[src/rtl/multiplier_eval_sequencer.sv]
// Exhaustive evaluation controller for one candidate multiplier.
// Sweeps every (A,B) pair, checks each product against A*B and accumulates error statistics.
module multiplier_eval_sequencer #(
    parameter int unsigned WIDTH = 2,
    parameter int unsigned LAT   = 0
) (
    input  logic                 clk,
    input  logic                 rst_n,
    input  logic                 start,
    input  logic                 abort,
    output logic [WIDTH-1:0]     cand_a,
    output logic [WIDTH-1:0]     cand_b,
    input  logic [2*WIDTH-1:0]   cand_p,
    output logic                 busy,
    output logic                 done,
    output logic [2*WIDTH:0]     err_count,
    output logic                 fail_valid,
    output logic [WIDTH-1:0]     fail_a,
    output logic [WIDTH-1:0]     fail_b,
    output logic [2*WIDTH-1:0]   bit_err_mask
);

    localparam int unsigned PW  = 2 * WIDTH;
    localparam int unsigned DCW = (LAT > 1) ? $clog2(LAT) : 1;

    typedef enum logic [1:0] {
        S_IDLE,
        S_RUN,
        S_DRAIN,
        S_DONE
    } state_e;

    state_e           state_q, state_d;
    logic [PW-1:0]    idx_q, idx_d;
    logic [DCW-1:0]   drain_q, drain_d;
    logic [PW:0]      err_q, err_d;
    logic             fv_q, fv_d;
    logic [WIDTH-1:0] fa_q, fa_d;
    logic [WIDTH-1:0] fb_q, fb_d;
    logic [PW-1:0]    mask_q, mask_d;

    logic [WIDTH-1:0] pres_a, pres_b;
    logic [PW-1:0]    pres_gold;
    logic             pres_vld;

    logic             cmp_vld;
    logic [WIDTH-1:0] cmp_a, cmp_b;
    logic [PW-1:0]    cmp_gold;
    logic             mismatch;

    assign pres_a    = idx_q[PW-1:WIDTH];
    assign pres_b    = idx_q[WIDTH-1:0];
    assign pres_vld  = (state_q == S_RUN);
    assign pres_gold = PW'(pres_a) * PW'(pres_b);

    assign busy = (state_q == S_RUN) || (state_q == S_DRAIN);
    assign done = (state_q == S_DONE);

    // Golden vector travels alongside the candidate pipeline so the compare lines up with cand_p.
    generate
        if (LAT == 0) begin : g_comb
            assign cmp_vld  = pres_vld;
            assign cmp_a    = pres_a;
            assign cmp_b    = pres_b;
            assign cmp_gold = pres_gold;
        end else begin : g_pipe
            logic [LAT-1:0]   vld_q;
            logic [WIDTH-1:0] a_q [LAT];
            logic [WIDTH-1:0] b_q [LAT];
            logic [PW-1:0]    g_q [LAT];

            always_ff @(posedge clk) begin
                if (!rst_n || !busy) begin
                    vld_q <= '0;
                end else begin
                    vld_q[0] <= pres_vld;
                    for (int unsigned i = 1; i < LAT; i++) begin
                        vld_q[i] <= vld_q[i-1];
                    end
                end
            end

            always_ff @(posedge clk) begin
                a_q[0] <= pres_a;
                b_q[0] <= pres_b;
                g_q[0] <= pres_gold;
                for (int unsigned i = 1; i < LAT; i++) begin
                    a_q[i] <= a_q[i-1];
                    b_q[i] <= b_q[i-1];
                    g_q[i] <= g_q[i-1];
                end
            end

            assign cmp_vld  = vld_q[LAT-1];
            assign cmp_a    = a_q[LAT-1];
            assign cmp_b    = b_q[LAT-1];
            assign cmp_gold = g_q[LAT-1];
        end
    endgenerate

    assign mismatch = busy && cmp_vld && (cand_p != cmp_gold);

    always_comb begin
        state_d = state_q;
        idx_d   = idx_q;
        drain_d = drain_q;
        err_d   = err_q;
        fv_d    = fv_q;
        fa_d    = fa_q;
        fb_d    = fb_q;
        mask_d  = mask_q;

        unique case (state_q)
            S_IDLE: begin
                idx_d = '0;
                if (start && !abort) begin
                    state_d = S_RUN;
                    err_d   = '0;
                    fv_d    = 1'b0;
                    fa_d    = '0;
                    fb_d    = '0;
                    mask_d  = '0;
                end
            end
            S_RUN: begin
                if (abort) begin
                    state_d = S_IDLE;
                end else if (idx_q == '1) begin
                    if (LAT > 0) begin
                        state_d = S_DRAIN;
                        drain_d = DCW'(LAT - 1);
                    end else begin
                        state_d = S_DONE;
                    end
                end else begin
                    idx_d = idx_q + 1'b1;
                end
            end
            S_DRAIN: begin
                if (abort) begin
                    state_d = S_IDLE;
                end else if (drain_q == '0) begin
                    state_d = S_DONE;
                end else begin
                    drain_d = drain_q - 1'b1;
                end
            end
            S_DONE: begin
                state_d = S_IDLE;
            end
            default: begin
                state_d = S_IDLE;
            end
        endcase

        if (mismatch) begin
            err_d  = err_q + 1'b1;
            mask_d = mask_q | (cand_p ^ cmp_gold);
            if (!fv_q) begin
                fv_d = 1'b1;
                fa_d = cmp_a;
                fb_d = cmp_b;
            end
        end
    end

    always_ff @(posedge clk) begin
        if (!rst_n) begin
            state_q <= S_IDLE;
            idx_q   <= '0;
            drain_q <= '0;
            err_q   <= '0;
            fv_q    <= 1'b0;
            fa_q    <= '0;
            fb_q    <= '0;
            mask_q  <= '0;
        end else begin
            state_q <= state_d;
            idx_q   <= idx_d;
            drain_q <= drain_d;
            err_q   <= err_d;
            fv_q    <= fv_d;
            fa_q    <= fa_d;
            fb_q    <= fb_d;
            mask_q  <= mask_d;
        end
    end

    assign cand_a       = idx_q[PW-1:WIDTH];
    assign cand_b       = idx_q[WIDTH-1:0];
    assign err_count    = err_q;
    assign fail_valid   = fv_q;
    assign fail_a       = fa_q;
    assign fail_b       = fb_q;
    assign bit_err_mask = mask_q;

endmodule

[config.mk]
export PLATFORM = sky130hd
export DESIGN_NAME = multiplier_eval_sequencer
export DESIGN_NICKNAME = d
export VERILOG_FILES = /design/src/rtl/multiplier_eval_sequencer.sv
export SDC_FILE = /design/constraint.sdc
export NUM_CORES = 1
export LEC_CHECK = 0
export CORE_MARGIN = 3
export CORE_UTILIZATION = 52
export CTS_CLUSTER_SIZE = 24
export DETAILED_ROUTE_END_ITERATION = 8
export GPL_ROUTABILITY_DRIVEN = 0
export PLACE_DENSITY = 0.83
export SKIP_CTS_REPAIR_TIMING = 1
export SYNTH_ARGS = -nofsm -noshare
export SYNTH_HDL_FRONTEND = slang
export SYNTH_SLANG_ARGS = --single-unit
[constraint.sdc]
create_clock -name clk -period 4.3 [get_ports clk]
set_clock_uncertainty 0.05 [all_clocks]
set_input_delay 0.86 -clock clk [delete_from_list [all_inputs] [get_ports clk]]
set_output_delay 0.86 -clock clk [all_outputs]
set_load 0.02 [all_outputs]
Word level (Yosys, flattened, before mapping)
Index checks and enable logic that the tools add are counted.
{ "word_totals": {"register_bits": 21, "inputBits": 8, "wordCells": 66} }
{ "classes": {"n_addsub": 3, "mul": 1, "eq_ne": 10, "n_mux": 28, "n_bitwise": 3, "n_reduce_logical": 13} }
{ "ops": {"columns": ["op", "n"], "rows": [
  ["2-bit 2-to-1 mux", 13],
  ["4-bit 2-to-1 mux", 5],
  ["5-bit 2-to-1 mux", 3],
  ["2-bit one-hot mux with 4 select lines", 1],
  ["4-bit one-hot mux with 2 select lines", 1],
  ["2-bit inequality test (second input constant)", 3],
  ["3-bit AND reduction", 2],
  ["2-bit nonzero test", 3],
  ["5-bit by 1-bit adder with 5-bit output (second input constant)", 1],
  ["1-bit 2-to-1 mux", 5],
  ["4-bit by 1-bit adder with 4-bit output (second input constant)", 1],
  ["2-bit equality test (second input constant)", 2],
  ["4-bit equality test (second input constant)", 1],
  ["2-bit by 2-bit multiplier with 4-bit output", 1],
  ["4-bit inequality test", 1],
  ["4-bit OR", 1],
  ["2-bit AND reduction", 2],
  ["4-bit XOR", 1],
  ["1-bit logical AND", 3],
  ["3-bit by 2-bit inequality test with 1-bit output (second input constant)", 1],
  ["3-bit inequality test (second input constant)", 1],
  ["2-bit by 1-bit equality test with 1-bit output (second input constant)", 1],
  ["2-bit logical NOT", 1],
  ["1-bit logical NOT", 1],
  ["other kinds (3)", 3]
]} }

Longest topological paths before layout
{ "depth": {"word_depth": 6, "ltp_mapped": 8, "depth_no_buf": 7} }

Least setup slack after synthesis
OpenSTA, ideal clock, no wires.
{ "synth_path": {"path_type": "register to register", "from": "register idx_q[2]", "to": "register fv_q, in the netlist fail_valid", "arrival_ns": 2.057, "slack_ns": 2.078, "path_stages_with_launch": 9, "n_path_buf": 1, "period_less_slack_ns": 2.222, "path_cell_list": "dfxtp_1 -> and2_1 -> ha_1 -> ha_1 -> xor2_1 -> or3_4 -> o211a_1 -> buf_6 -> o21a_1"} }
{ "synth_via": {"elab_chain_cells": 4} }
{ "synth_rtl": {"columns": ["item", "line", "text"], "rows": [
  ["start, declared", "34", "logic [PW-1:0] idx_q, idx_d;"],
  ["start signal, assigned", "179", "idx_q <= idx_d;"],
  ["2-bit by 2-bit multiplier with 4-bit output", "54", "assign pres_gold = PW'(pres_a) * PW'(pres_b);"],
  ["4-bit inequality test", "101", "assign mismatch = busy && cmp_vld && (cand_p != cmp_gold);"],
  ["1-bit logical AND", "101", null],
  ["1-bit 2-to-1 mux", "156", "if (mismatch) begin"],
  ["end signal, assigned", "182", "fv_q <= fv_d;"],
  ["end, declared", "37", "logic fv_q, fv_d;"]
]} }
Every way passes these cells.
A chain may end at the register's enable or synchronous reset.

==> key figures <==
Timing
  – Final hold slack: between 0.4 and 0.5 ns
  – RSZ-0062 raised after global routing: false
  – Total negative slack: 0 ns
  – Final setup fails: 0
  – Worst-margin pin slew: 0.896 ns
  – Fin. Hold Viols: 0
  – Post-layout minimum cycle time: about 2.6 ns
  – Final Cycle Share: 60.3%
  – Max Freq: just under 0.4 GHz
  – Slew margin rel.: 39.9%
  – Slew Viols, Final: 0

Layout
  – # fillers: 178
  – Most frequent cells in the layout: 27 x clkdlybuf4s50_1, 20 x dfxtp_1, 12 x nand2_1
  – Final Util: about 71%
  – Commonest non-fill, non-tap cell in the layout: clkdlybuf4s50_1
  – Layout area overhead: 25.7%
  – Layout cells sized above 1: under 10%
  – Antenna Cells: 0
  – Fin nets: ~170
  – Design area: approximately 1400 um2

Setup path
  – Critical path peak fanout: 20
  – Startpoint types: input port
  – Worst setup EP type: flip-flop
  – CP required: around 4.5 ns
  – Kind of critical path: input port to flip-flop
  – Arrival time worst endpoint: about 2.8 ns

Yosys
  – Async SR Flop Fraction: 0%
  – Yosys reg bits: 20
  – Average size of a mapped cell: about 8.5 um2
  – Synth Cell Area: around 1100 um2
  – Post-synthesis instance total: roughly 130
  – Syn Nets: 148
  – Synthesis Warnings: 0
  – Sequential area share after synthesis: a little over a third
  – Post-synth EDFFs: 0
  – Ys flop type: dfxtp_1
  – Yosys cell types: 33

Routing
  – DR WL/cell: between 10 and 15 um
  – Number of detailed-routing iterations run before antenna repair: 4
  – ANT nets after route: 0
  – Vias/cell: roughly 5.7
  – Via count: between 1,000 and 1,500
  – DRT iter0 DRCs: 25
  – Final WL: ~2.5 mm
  – DR DRC count: 0

Pwr
  – Power Density: 260 nW/um2
  – Maximum vdd drop: 146 uV
  – Pwr Total: approximately 0.37 mW
  – LEAKAGE: 0.537 nW

Clock tree
  – CTS tree: yes
  – CTS Sinks: 20
  – Max clock buf depth: 2
  – Clock root buffer master: clkbuf_4
  – Clk Latency, worst-skew pair: around 0.30 ns
  – CTS buffer count: 3
  – Clock-pin slew on the worst setup and hold paths: roughly 0.11 ns
  – H-tree depth: 1

Placed design
  – DP Area: 1390 um2
  – Port Buffer Count: 27
  – Detailed placement HPWL: 1.84 mm

Flow run
  – Max Cap Viol: 0

Global routing
  – Number of global-route vias before repair: 928
  – Total GRT Usage: between 20% and 30%
  – First-pass GRT wire length: 4.09 mm
  – Largest net degree at the start of global routing: 21
  – Initial antenna violation count: 0
  – GR Overflow Total: 0

Floorplanning
  – Core area: between 2000 and 2500 um2
  – Die area: around 2800 um2
  – Die height: around 53 um
  – # rows: 16
  – Initial Utilization: a little under three fifths
  – I/O pin total: 28
  – Die W: 52.5 um

Worst hold path
  – Min-Delay Path Class: flip-flop to flip-flop

Status
  – Status: completed
-- path summary, 6_finish.rpt --
kind	start	end	cells past startpoint	slack, ns
setup / recovery	rst_n	err_count[4]	5	1.71
hold reg to reg	bit_err_mask[0]	bit_err_mask[0]	2	0.41
hold / removal	bit_err_mask[0]	bit_err_mask[0]	2	0.41
setup reg to reg	idx_q[2]	fail_valid	7	1.96
-- metrics by stage --
stage | std cells | worst slack, ns
2_1_floorplan | 133 | 2.08
3_3_place_gp | 180 | 1.47
3_5_place_dp | 180 | 1.40
4_1_cts | 183 | 1.70
5_1_grt | 183 | 1.57
6_report | 183 | 1.71
-- state kept, by name, summed over array words and instances (netlist names) --
name and count:
bit_err_mask 4, fail_b 2, idx_q 4, fail_valid 1, err_count 5, fail_a 2
state_q 2
-- logic make-up (layout without fill, tap and decap cells) --
| kind of cell | Yosys count | count (layout) | synth area share, % |
|---|---|---|---|
| AND/OR/NAND/NOR | 41 | 41 | 19.1 |
| buffers and inverters | 17 | 40 | 6.67 |
| AO/OA/AOI/OAI | 34 | 34 | 19.0 |
| XOR/XNOR | 6 | 6 | 4.67 |
| adder cells (fa/ha/maj) | 7 | 7 | 7.78 |
| multiplexers | 8 | 8 | 7.22 |
| flip-flops | 20 | 20 | 35.6 |
-- layout make-up --
| class | instances | area, um2 | area share, % |
|---|---|---|---|
| Multi-Input combinational cell | 96 | 651 | 46.0 |
| Sequential cell | 20 | 400 | 28.3 |
| Timing Repair Buffer | 27 | 270 | 19.1 |
| Inverter | 10 | 37.5 | 2.65 |
| Tap cell | 27 | 33.8 | 2.39 |
| Clock buffer | 3 | 22.5 | 1.59 |
-- worst max-delay path, cell delays in order --
cell and delay [ns]:
clkdlybuf4s50_1 0.91, clkinv_1 0.46, nor4_1 0.29, o21ai_0 0.12, o211ai_1 0.12
-- cell usage after synthesis, types with 3 or more instances --
library cell  number  area, um2
clkbuf_1           3       11.3
dfxtp_1           20        400
o211ai_1           7       52.6
buf_2              3       15.0
xor2_1             4       35.0
o21ai_0            9       45.0
a21oi_1            9       45.0
mux2i_1            7       70.1
a22oi_1            3       22.5
and2_1             4       25.0
nand2_1           12       45.0
ha_1               7       87.6
inv_1              9       33.8
nand3_1           10       50.1
-- metal layers --
layer	vias up	part of all wire, %	global-route usage (%)	wire length [um]
met1	494	44	24.9	1090
met2	33	51	33.9	1260
li1	521	-	-	-
met3	2	4.4	3.70	110
met4	0	0.81	8.94	20
met5	-	0	0	0
-- power breakdown --
part           total [mW]  internal, mW  switching (mW)
Clock              0.0896        0.0326          0.0569
Combinational      0.0808        0.0356          0.0453
Sequential          0.198         0.192         0.00627
Total               0.369         0.260           0.108
(Power assumes the default switching activity.)
==> patch 1: new RTL, config.mk and constraints unchanged <==
Make the reset (`rst_n`) asynchronous in one clocked block.
--- a/src/rtl/multiplier_eval_sequencer.sv
+++ b/src/rtl/multiplier_eval_sequencer.sv
@@ -164,7 +164,7 @@
         end
     end
 
-    always_ff @(posedge clk) begin
+    always_ff @(posedge clk or negedge rst_n) begin
         if (!rst_n) begin
             state_q <= S_IDLE;
             idx_q   <= '0;
Formal check against the unedited RTL: differs if rst_n is asserted again (counterexample within 4 cycles, from zero or initial values and one cycle with rst_n low); with rst_n held inactive, the same outputs for 10 cycles.
==> patch 1 against the original RTL <==
- sequential share of layout area rose by 6.4 points
- final area up 1.9%
- setup slack about the same
- synthesized cell count fell by 15%
- sequential cell count unchanged
- routed wire length down 10%
- global-route usage decreased by 0.49 points
- synthesized area grew 0.22%
Power is not compared: it rests on default switching activity, and its combinational part moved more than twofold at a synthesized area within 25%.
==> patch 1: results (changes against the original RTL) <==
status: "complete, no violations"  # unchanged
final_nets: 155  # was 173
synth_mux_area_share_pct: 9.98  # was 7.22%
hpwl_um: 1740  # was 1840 um
wl_met2_um: 1080  # was 1260 um
ys_async_sr_fraction_pct: 100  # was 0%
synth_compound_gate_area_share_pct: 11.1  # was 19.0%
vias: 893  # was 1,050
arrival_ps: 1680  # was 2770 ps
gr-usage-all-layers_pct: 19.7  # was 20.2%
endpoint: "busy"  # was err_count[4]
tightest_slew_ps: 880  # was 896 ps
startpoint: "state_q[0]"  # was rst_n
seq_area_frac_synth_pct: 44.3  # was 35.6%
use_met1_pct: 26.0  # was 24.9%
grt_pass1_vias: 927  # was 928
synth_nets: 128  # was 148
worstPathMaxFanout: 3  # was 20
routed-wl-met3_um: 66  # was 110 um
totalWireLength_um: 2220  # was 2480 um
grt_pass1_wl_um: 4000  # was 4090 um
layout_setup_ws_ps: 1710  # about the same
synth-xor-area-share_pct: 6.98  # was 4.67%
grtUsageMet3_pct: 2.56  # was 3.70%
ys_types: 29  # was 33
==> patch 1: changes by cell type in the layout (fill, tap and decap cells not counted), moves of 3 or more <==
cell,before,now
dfrtp_1,0,20
dfxtp_1,20,0
o21ai_0,9,1
o211ai_1,7,0
a21oi_1,9,5
nand2_1,12,16
nand3_1,10,6
and2_1,4,1
nor2_1,2,5
==> patch 1: cell families after synthesis <==
kind of cell / count (synthesis)
buffers and inverters: 13
muxes: 11
adders and majority gates: 7
DFF: 20
AOI/OAI and AO/OA: 17
xor gates and xnor gates: 9
and+or+nand+nor: 36
==> patch 1: metrics by stage <==
stage / hold slack, ps / power (mW) / area (um^2) / instances / util, %
final: 496 / 0.893 / 1440 / 166 / 72.1
after global routing: 526 / 0.964 / 1440 / 166 / 72.1
after CTS: 496 / 0.900 / 1440 / 166 / 72.1
after detailed placement: 469 / 0.788 / 1410 / 162 / 70.3
after global placement: 453 / 0.771 / 1410 / 162 / 70.3
after floorplan: 490 / 0.610 / 1130 / 113 / -
==> patch 1: area by class of cell <==
class	instances	area (um^2)	area share (%)
multi-input combinational	80	572	39.6
tap	27	33.8	2.34
inverter	8	30.0	2.08
sequential	20	500	34.7
timing repair buffer	27	270	18.7
clock buffer	4	36.3	2.52
==> patch 1: power by group <==
group | switching [mW] | internal, mW | total (mW)
sequential | 0.0564 | 0.250 | 0.307
combinational | 0.254 | 0.221 | 0.475
clock | 0.0596 | 0.0517 | 0.111
==> patch 1: worst min-delay path by stage <==
stage | to | depth (start not counted)
finish | fail_b[1] | 2
global route | fail_valid | 1
CTS | fail_valid | 1
detailed placement | fail_valid | 1
global placement | fail_valid | 1
floorplan | state_q[0] | 2
==> patch 1: worst max-delay path: stages (launching register included) <==
cell	delay (ps)
dfrtp_1	390
inv_1	70
ha_1	310
clkdlybuf4s50_1	610
==> patch 2: new RTL, same flow settings <==
Without the edit above. Change the parameter `WIDTH` from 2 to 4.
--- a/src/rtl/multiplier_eval_sequencer.sv
+++ b/src/rtl/multiplier_eval_sequencer.sv
@@ -1,7 +1,7 @@
 // Exhaustive evaluation controller for one candidate multiplier.
 // Sweeps every (A,B) pair, checks each product against A*B and accumulates error statistics.
 module multiplier_eval_sequencer #(
-    parameter int unsigned WIDTH = 2,
+    parameter int unsigned WIDTH = 4,
     parameter int unsigned LAT   = 0
 ) (
     input  logic                 clk,
Ports: changed (7 resized); port bits go from 28 to 48. The function was not compared with the original's and may differ.
==> patch 2 against the original RTL <==
- synthesized area rose by 98%
- setup slack lost 1300 ps
- sequential cell count increased by 16
- final area up 100%
- synthesized cell count is 92% higher
- largest cell class unchanged
- routed wire length rose by 110%
- fmax shrank 34%
- total power up 93%
- via count rose by 91%
- hold slack gained 5.8 ps
- cell count increased by 97%
- combinational power grew 40%
==> patch 2: results (changes against the original RTL) <==
final_nets: 342  # was 173
crit_slowest_cell: "fa_1"  # was clkdlybuf4s50_1
wl_met1_um: 2260  # was 1090 um
drt_iter0_markers: 94  # was 25
clkPwrFrac_pct: 34.9  # was 24.3%
ys_types: 40  # was 33
synthTopCellsByArea: "dfxtp_1 (32%), ha_1 (9.6%), nand2_1 (5.9%), nand3_1 (3.8%), fa_1 (3.6%)"  # was dfxtp_1 (36%), ha_1 (7.8%), mux2i_1 (6.2%), o211ai_1 (4.7%), nand3_1 (4.4%)
buf_share_pct: 18.8  # was 19.1%
syn-instance-count: 256  # was 133
relSlewSlack_pct: 54.6  # was 39.9%
routed-wl-met3_um: 271  # was 110 um
grtUsageMet3_pct: 5.47  # was 3.70%
cpPeakStageDelay_ps: 610  # was 910 ps
p_leak_nw: 1.14  # was 0.537 nW
hpwl_um: 3940  # was 1840 um
clkCellAreaFrac_pct: 3.16  # was 1.59%
htree_num_levels: 2  # was 1
seq_area_um2: 721  # was 400 um^2
dpl_worst_slack_ps: 323  # was 1400 ps
largest_register_ffs: 9  # was 5
p_int_mw: 0.523  # was 0.260 mW
place_inst: 351  # was 180
totalWireLength_um: 5190  # was 2480 um
multi_input_gates: 197  # was 96
arrival_ps: 4070  # was 2770 ps
buffers: 54  # was 27
grt_pass1_vias: 1918  # was 928
synth_nets: 289  # was 148
tapCellCount: 50  # was 27
seq_area_frac_synth_pct: 32.4  # was 35.6%
vias_per_cell: 5.56  # was 5.74
crit_family: "adder cells"  # was buffers and inverters
vias: 2003  # was 1,050
grt_max_degree: 31  # was 21
wl_met2_um: 2530  # was 1260 um
inverters: 15  # was 10
cts_root_buffer: "clkbuf_8"  # was clkbuf_4
cts_made_buffers: 5  # was 3
worstPathMaxFanout: 9  # was 20
path_clk_slew_ps: 70  # was 110 ps
synth_commonest_cells: "dfxtp_1 (36), nand2_1 (35), ha_1 (17), nand3_1 (17), nor2_1 (16)"  # was dfxtp_1 (20), nand2_1 (12), nand3_1 (10)
status: "complete, no violations"  # unchanged
drive_above_1_share_pct: 7.74  # was 3.21%
p_switching_mw: 0.188  # was 0.108 mW
multi_input_area_um2: 1380  # was 651 um^2
io_buffers: 47  # was 27
powerSeq_mw: 0.350  # was 0.198 mW
fillers: 337  # was 178
met2_usage_pct: 37.3  # was 33.9%
peakVddDrop_mv: 0.163  # was 0.146 mV
nClkBuffers: 8  # was 3
-- patch 2: final timing paths --
path | startpoint | endpoint | slack, ps | cells after the start
setup / recovery | idx_q[5] | err_count[5] | 360 | 12
setup reg to reg | idx_q[5] | err_count[5] | 360 | 12
hold / removal | bit_err_mask[0] | bit_err_mask[0] | 420 | 1
hold reg to reg | bit_err_mask[0] | bit_err_mask[0] | 420 | 1
-- patch 2: metrics by stage --
stage | hold WS (ps) | instance area (um^2)
after global routing | 443 | 2850
after CTS | 423 | 2830
after detailed placement | 404 | 2740
final | 420 | 2850
after floorplan | 442 | 2230
after global placement | 398 | 2740
-- patch 2: cell families after synthesis --
kind of cell / count (synthesis) / share of synthesized area [%]
AO/OA/AOI/OAI: 44 / 13.9
XOR/XNOR: 18 / 7.42
adder cells (fa/ha/maj): 21 / 13.1
buffers and inverters: 23 / 5.51
flip-flops: 36 / 32.4
multiplexers: 9 / 4.10
AND/OR/NAND/NOR: 105 / 23.6
